**src/rtl/flag_forward_unit.sv**
```systemverilog
// Flag pipe from EX to WB commit, with zero-latency forwarding into decode-stage
// branch evaluation and a saturating taken-branch counter.
module flag_forward_unit #(
    parameter int DEPTH = 2,
    parameter int CNT_W = 16
) (
    input  logic             clk,
    input  logic             rst,
    input  logic             stall,
    input  logic             flush,
    input  logic             ex_valid,
    input  logic             ex_set_flags,
    input  logic [1:0]       ex_flags,
    input  logic             br_valid,
    input  logic [2:0]       br_cond,
    output logic             br_taken,
    output logic [1:0]       flags_q,
    output logic [CNT_W-1:0] taken_cnt
);

    localparam logic [2:0] CC_AL = 3'd0, CC_EQ = 3'd1, CC_NE = 3'd2, CC_LT = 3'd3,
                           CC_GE = 3'd4, CC_LE = 3'd5, CC_GT = 3'd6;

    // Flags are {N,Z}: bit 1 = N, bit 0 = Z.
    function automatic logic cond_eval(input logic [2:0] cc, input logic [1:0] f);
        logic z;
        logic n;
        z = f[0];
        n = f[1];
        case (cc)
            CC_AL:   cond_eval = 1'b1;
            CC_EQ:   cond_eval = z;
            CC_NE:   cond_eval = !z;
            CC_LT:   cond_eval = n;
            CC_GE:   cond_eval = !n;
            CC_LE:   cond_eval = z | n;
            CC_GT:   cond_eval = !z & !n;
            default: cond_eval = 1'b0;
        endcase
    endfunction

    function automatic logic [CNT_W-1:0] sat_inc(input logic [CNT_W-1:0] c);
        sat_inc = (c == {CNT_W{1'b1}}) ? c : c + CNT_W'(1);
    endfunction

    logic [DEPTH-1:0] stage_v;
    logic [1:0]       stage_f [DEPTH];
    logic             ex_wr;
    logic [1:0]       eff_flags;
    logic             cnt_en;

    assign ex_wr = ex_valid & ex_set_flags;

    // Stage 0..DEPTH-1: in-flight writers, commit from the oldest entry.
    always_ff @(posedge clk or negedge rst) begin
        if (!rst) begin
            stage_v <= '0;
            flags_q <= 2'b00;
            for (int i = 0; i < DEPTH; i++) stage_f[i] <= 2'b00;
        end else if (flush) begin
            // The oldest writer predates the flushing branch, so it still retires.
            if (stage_v[DEPTH-1]) flags_q <= stage_f[DEPTH-1];
            stage_v <= '0;
        end else if (!stall) begin
            if (stage_v[DEPTH-1]) flags_q <= stage_f[DEPTH-1];
            stage_v[0] <= ex_wr;
            stage_f[0] <= ex_flags;
            for (int i = 1; i < DEPTH; i++) begin
                stage_v[i] <= stage_v[i-1];
                stage_f[i] <= stage_f[i-1];
            end
        end
    end

    // Youngest writer wins: EX, then lowest-index valid stage, then committed flags.
    always_comb begin
        eff_flags = flags_q;
        for (int i = DEPTH - 1; i >= 0; i--) begin
            if (stage_v[i]) eff_flags = stage_f[i];
        end
        if (ex_wr && !flush) eff_flags = ex_flags;
    end

    assign br_taken = br_valid & cond_eval(br_cond, eff_flags);
    assign cnt_en   = br_taken & !stall & !flush;

    always_ff @(posedge clk or negedge rst) begin
        if (!rst) begin
            taken_cnt <= '0;
        end else if (cnt_en) begin
            taken_cnt <= sat_inc(taken_cnt);
        end
    end

endmodule

```
**config.mk**
```make
export PLATFORM = sky130hd
export DESIGN_NAME = flag_forward_unit
export DESIGN_NICKNAME = d
export VERILOG_FILES = /design/src/rtl/flag_forward_unit.sv
export SDC_FILE = /design/constraint.sdc
export NUM_CORES = 1
export LEC_CHECK = 0
export ABC_AREA = 1
export CAP_MARGIN = 20
export CORE_ASPECT_RATIO = 0.6
export CORE_MARGIN = 2
export CORE_UTILIZATION = 40
export CTS_CLUSTER_DIAMETER = 50
export DETAILED_ROUTE_END_ITERATION = 10
export PLACE_DENSITY = 0.71
export SLEW_MARGIN = 20
export SYNTH_ARGS = -nofsm -noshare
export SYNTH_HDL_FRONTEND = slang
export SYNTH_SLANG_ARGS = --single-unit
```
**constraint.sdc**
```tcl
create_clock -name clk -period 1.8 [get_ports clk]
set_input_delay 0.27 -clock clk [delete_from_list [all_inputs] [get_ports clk]]
set_output_delay 0.27 -clock clk [all_outputs]
set_load 0.02 [all_outputs]
```
==> run metrics <==
status complete, but fails checks; failing checks negative setup slack; largest net degree at the start of global routing 25; Syn Nets 209; RSZ-0062 raised after global routing yes; routability cong. 0.894; initial antenna violation count 0; Arr. time, crit path 1.64 ns; Slew @ Worst Pin 0.312 ns; Nets 279; post-route ant nets 0; TritonCTS clock tree yes; hold_buf cts 0; Die Area 4540 µm²; Port Buffer Count 30; Critical Path Fanout Max 5; Pwr per Cell Area 772 nW/µm²; Initial Utilization 42.8%; Max clock buf depth 2; Slowest Stage Delay on Critical Path 0.40 ns; fraction of layout cells with a size suffix above 1 38.5%; Final Hold Viols 0; Yosys reg bits 24; Cell Area, Synth 1600 µm²; Post-Place Setup Slack -0.705 ns; Worst-Skew Late Latency 0.26 ns; fin crit share 106%; Max Clock Skew 0.00254 ns; worst vdd ir 0.658 mV; Worst Reg-to-Reg Cells 12; Hold WC Path Type in -> async; CP Launch Type flip-flop; # clock sinks 24; post-synthesis sequential area ratio 37.5%; Synth Warn # 0; critical path type reg -> out; Non-Filler Instances 312; Pre-Repair DR Iteration Count 5; critical path's slowest cell dfrtp_1; n_diodes 0; post-DR vias/cell 4.98; reg2reg setup slack -0.01 ns; total grt overflow 0; number of top-level pins 31; DR WL/cell 13.4 µm; Mapped Cells 196; global-route wire length before repair 6980 µm; Root Buffer clkbuf_8; delay-heaviest family, CP simple AND/OR/NAND/NOR gates; Crit path buffers/inverters 3; Leak 1.11 nW; TritonCTS buffer count 3; Die W 85.7 µm; Finish-stage setup viols 2; syn_area_per_cell 8.17 µm²; Pins Over Slew Limit 0; count of different cell masters after synthesis 30; 1st-iter DRT viols 103; Worst Setup End Kind output port; post-route setup slack -0.112 ns; max_slew headroom 79.2%; Cell Rows 17; cell repeated most along the worst path nand2_1; drt drc 0; Critical R2R Capture taken_cnt[9]$_DFFE_PN0P_; post-DP HPWL 2840 µm; final period demand of the worst path 1.91 ns; f_max 523 MHz; number of global-route vias before repair 1,422; Vias 1,553; Die Ht 53.0 µm; Setup crit start stage_v[0]$_DFFE_PN0P_; worst-path cell chain inv_4 -> nor2_2 -> nor2_4 -> nand2_2 -> nand2_1 -> nand2_1 -> nand3b_1 -> nand3_4 -> nand2_4 -> inv_2 -> buf_6; Worst-path clk slew 0.08 ns; Critical R2R Launch stage_v[1]$_DFFE_PN0P_; routed wire length 4190 µm; P&R area growth vs syn 47.7%; Req. time, crit path 1.53 ns; CTS H-tree depth 1; Max Cap Violations 0; global-route usage over all layers 20.3%; placed cells 293; Core ar. 3740 µm²
[routing by layer]
metal | up-vias | GRT usage, % | routed length [µm]
met5 | - | 0 | 0
met4 | 0 | 3.17 | 23
met3 | 2 | 4.21 | 252
met2 | 51 | 28.6 | 1780
met1 | 711 | 31.8 | 2140
li1 | 789 | - | -
[flip-flops by register name, indices dropped and copies added (netlist names)]
| register | count |
|---|---|
| flags_q | 2 |
| stage_f | 4 |
| stage_v | 2 |
| taken_cnt | 16 |
[report_power, final]
part / switching (W) / internal, W / leakage (nW)
clock: 0.000171 / 0.000195 / 0.0288
sequential: 0.0000661 / 0.000603 / 0.318
combinational: 0.000403 / 0.000386 / 0.760
[cells in the mapped netlist]
cell	count	area share, %
nor3_4	1	1.0
nor3_1	1	0.31
clkbuf_2	1	0.31
a21oi_2	1	0.55
buf_12	1	1.3
dfrtp_1	24	38
o22ai_1	2	0.78
nand2_1	45	11
nor3_2	1	0.63
a31oi_1	2	0.78
o21ai_0	2	0.63
inv_1	11	2.6
nand2_4	2	1.4
nor2_2	1	0.39
o21ai_2	1	0.55
nand3_1	11	3.4
inv_2	5	1.2
buf_2	2	0.63
a21oi_4	2	2.0
nor2_4	1	0.70
nor2_1	20	4.7
nand2_2	20	7.8
nand3b_1	1	0.47
ha_1	1	0.78
clkbuf_4	1	0.47
nand3_4	3	3.3
nand3_2	1	0.63
xor2_1	7	3.8
xnor2_1	7	3.8
nand4_1	18	7.0
[cells by family (layout without fill, tap and decap cells)]
family / count (synthesis) / in the layout / share of synthesized area, %
buffers and inverters: 21 / 89 / 6.41
AND/OR/NAND/NOR: 126 / 127 / 42.3
flip-flops: 24 / 24 / 37.5
XOR/XNOR: 14 / 14 / 7.66
AO/OA/AOI/OAI: 10 / 10 / 5.31
adder cells (fa/ha/maj): 1 / 1 / 0.781
[stage by stage]
stage	TNS [ns]	hold WS, ns	power [W]	instance area, µm²	util [%]
global route	-1.96	0.391	0.00193	2360	63.2
floorplan	0	-0.0256	0.00103	1600	-
finish	-0.118	0.361	0.00182	2360	63.2
detailed placement	-8.36	0.478	0.00133	2110	56.3
CTS	-0.255	0.373	0.00175	2290	61.1
global placement	-7.81	0.476	0.00132	2110	56.3
[how the worst max path moves through the flow]
| stage | depth (start not counted) | slack, ns | end |
|---|---|---|---|
| 3_5_place_dp | 12 | -0.71 | br_taken |
| 2_1_floorplan | 9 | 0.03 | taken_cnt[2]$_DFFE_PN0P_ |
| 3_3_place_gp | 12 | -0.68 | br_taken |
| 6_report | 11 | -0.11 | br_taken |
| 5_1_grt | 11 | -0.21 | br_taken |
| 4_1_cts | 10 | -0.1 | br_taken |
[area by class of cell]
type,instances,area (µm²)
clock buffer,4,55.1
fill,302,1380
inverter,16,62.6
multi-input combinational,152,988
sequential,24,601
tap,47,58.8
timing repair buffer,69,599
[cells in the final DEF, fill, tap and decap left out, types with 3 or more instances in the layout]
master,synthesis,final
nand2_4,2,3
inv_1,11,10
nor2_2,1,5
dfrtp_1,24,24
nor2_4,1,3
nand3_4,3,5
clkdlybuf4s50_1,0,26
nand3_1,11,9
buf_4,0,37
xnor2_1,7,7
inv_2,5,5
nor2_1,20,14
nand2_1,45,39
a21oi_4,2,3
nand4_1,18,18
nand2_2,20,25
xor2_1,7,7
clkbuf_8,0,4
[timing repair]
| action | in CTS | in global routing |
|---|---|---|
| gates cloned | 1 | 0 |
| setup buffers | 10 | 4 |
| endpoints found under the setup margin | 17 | 18 |
| pin swaps | 13 | 4 |
| resized for setup | 21 | 19 |
Power figures use the tool's default switching activity.
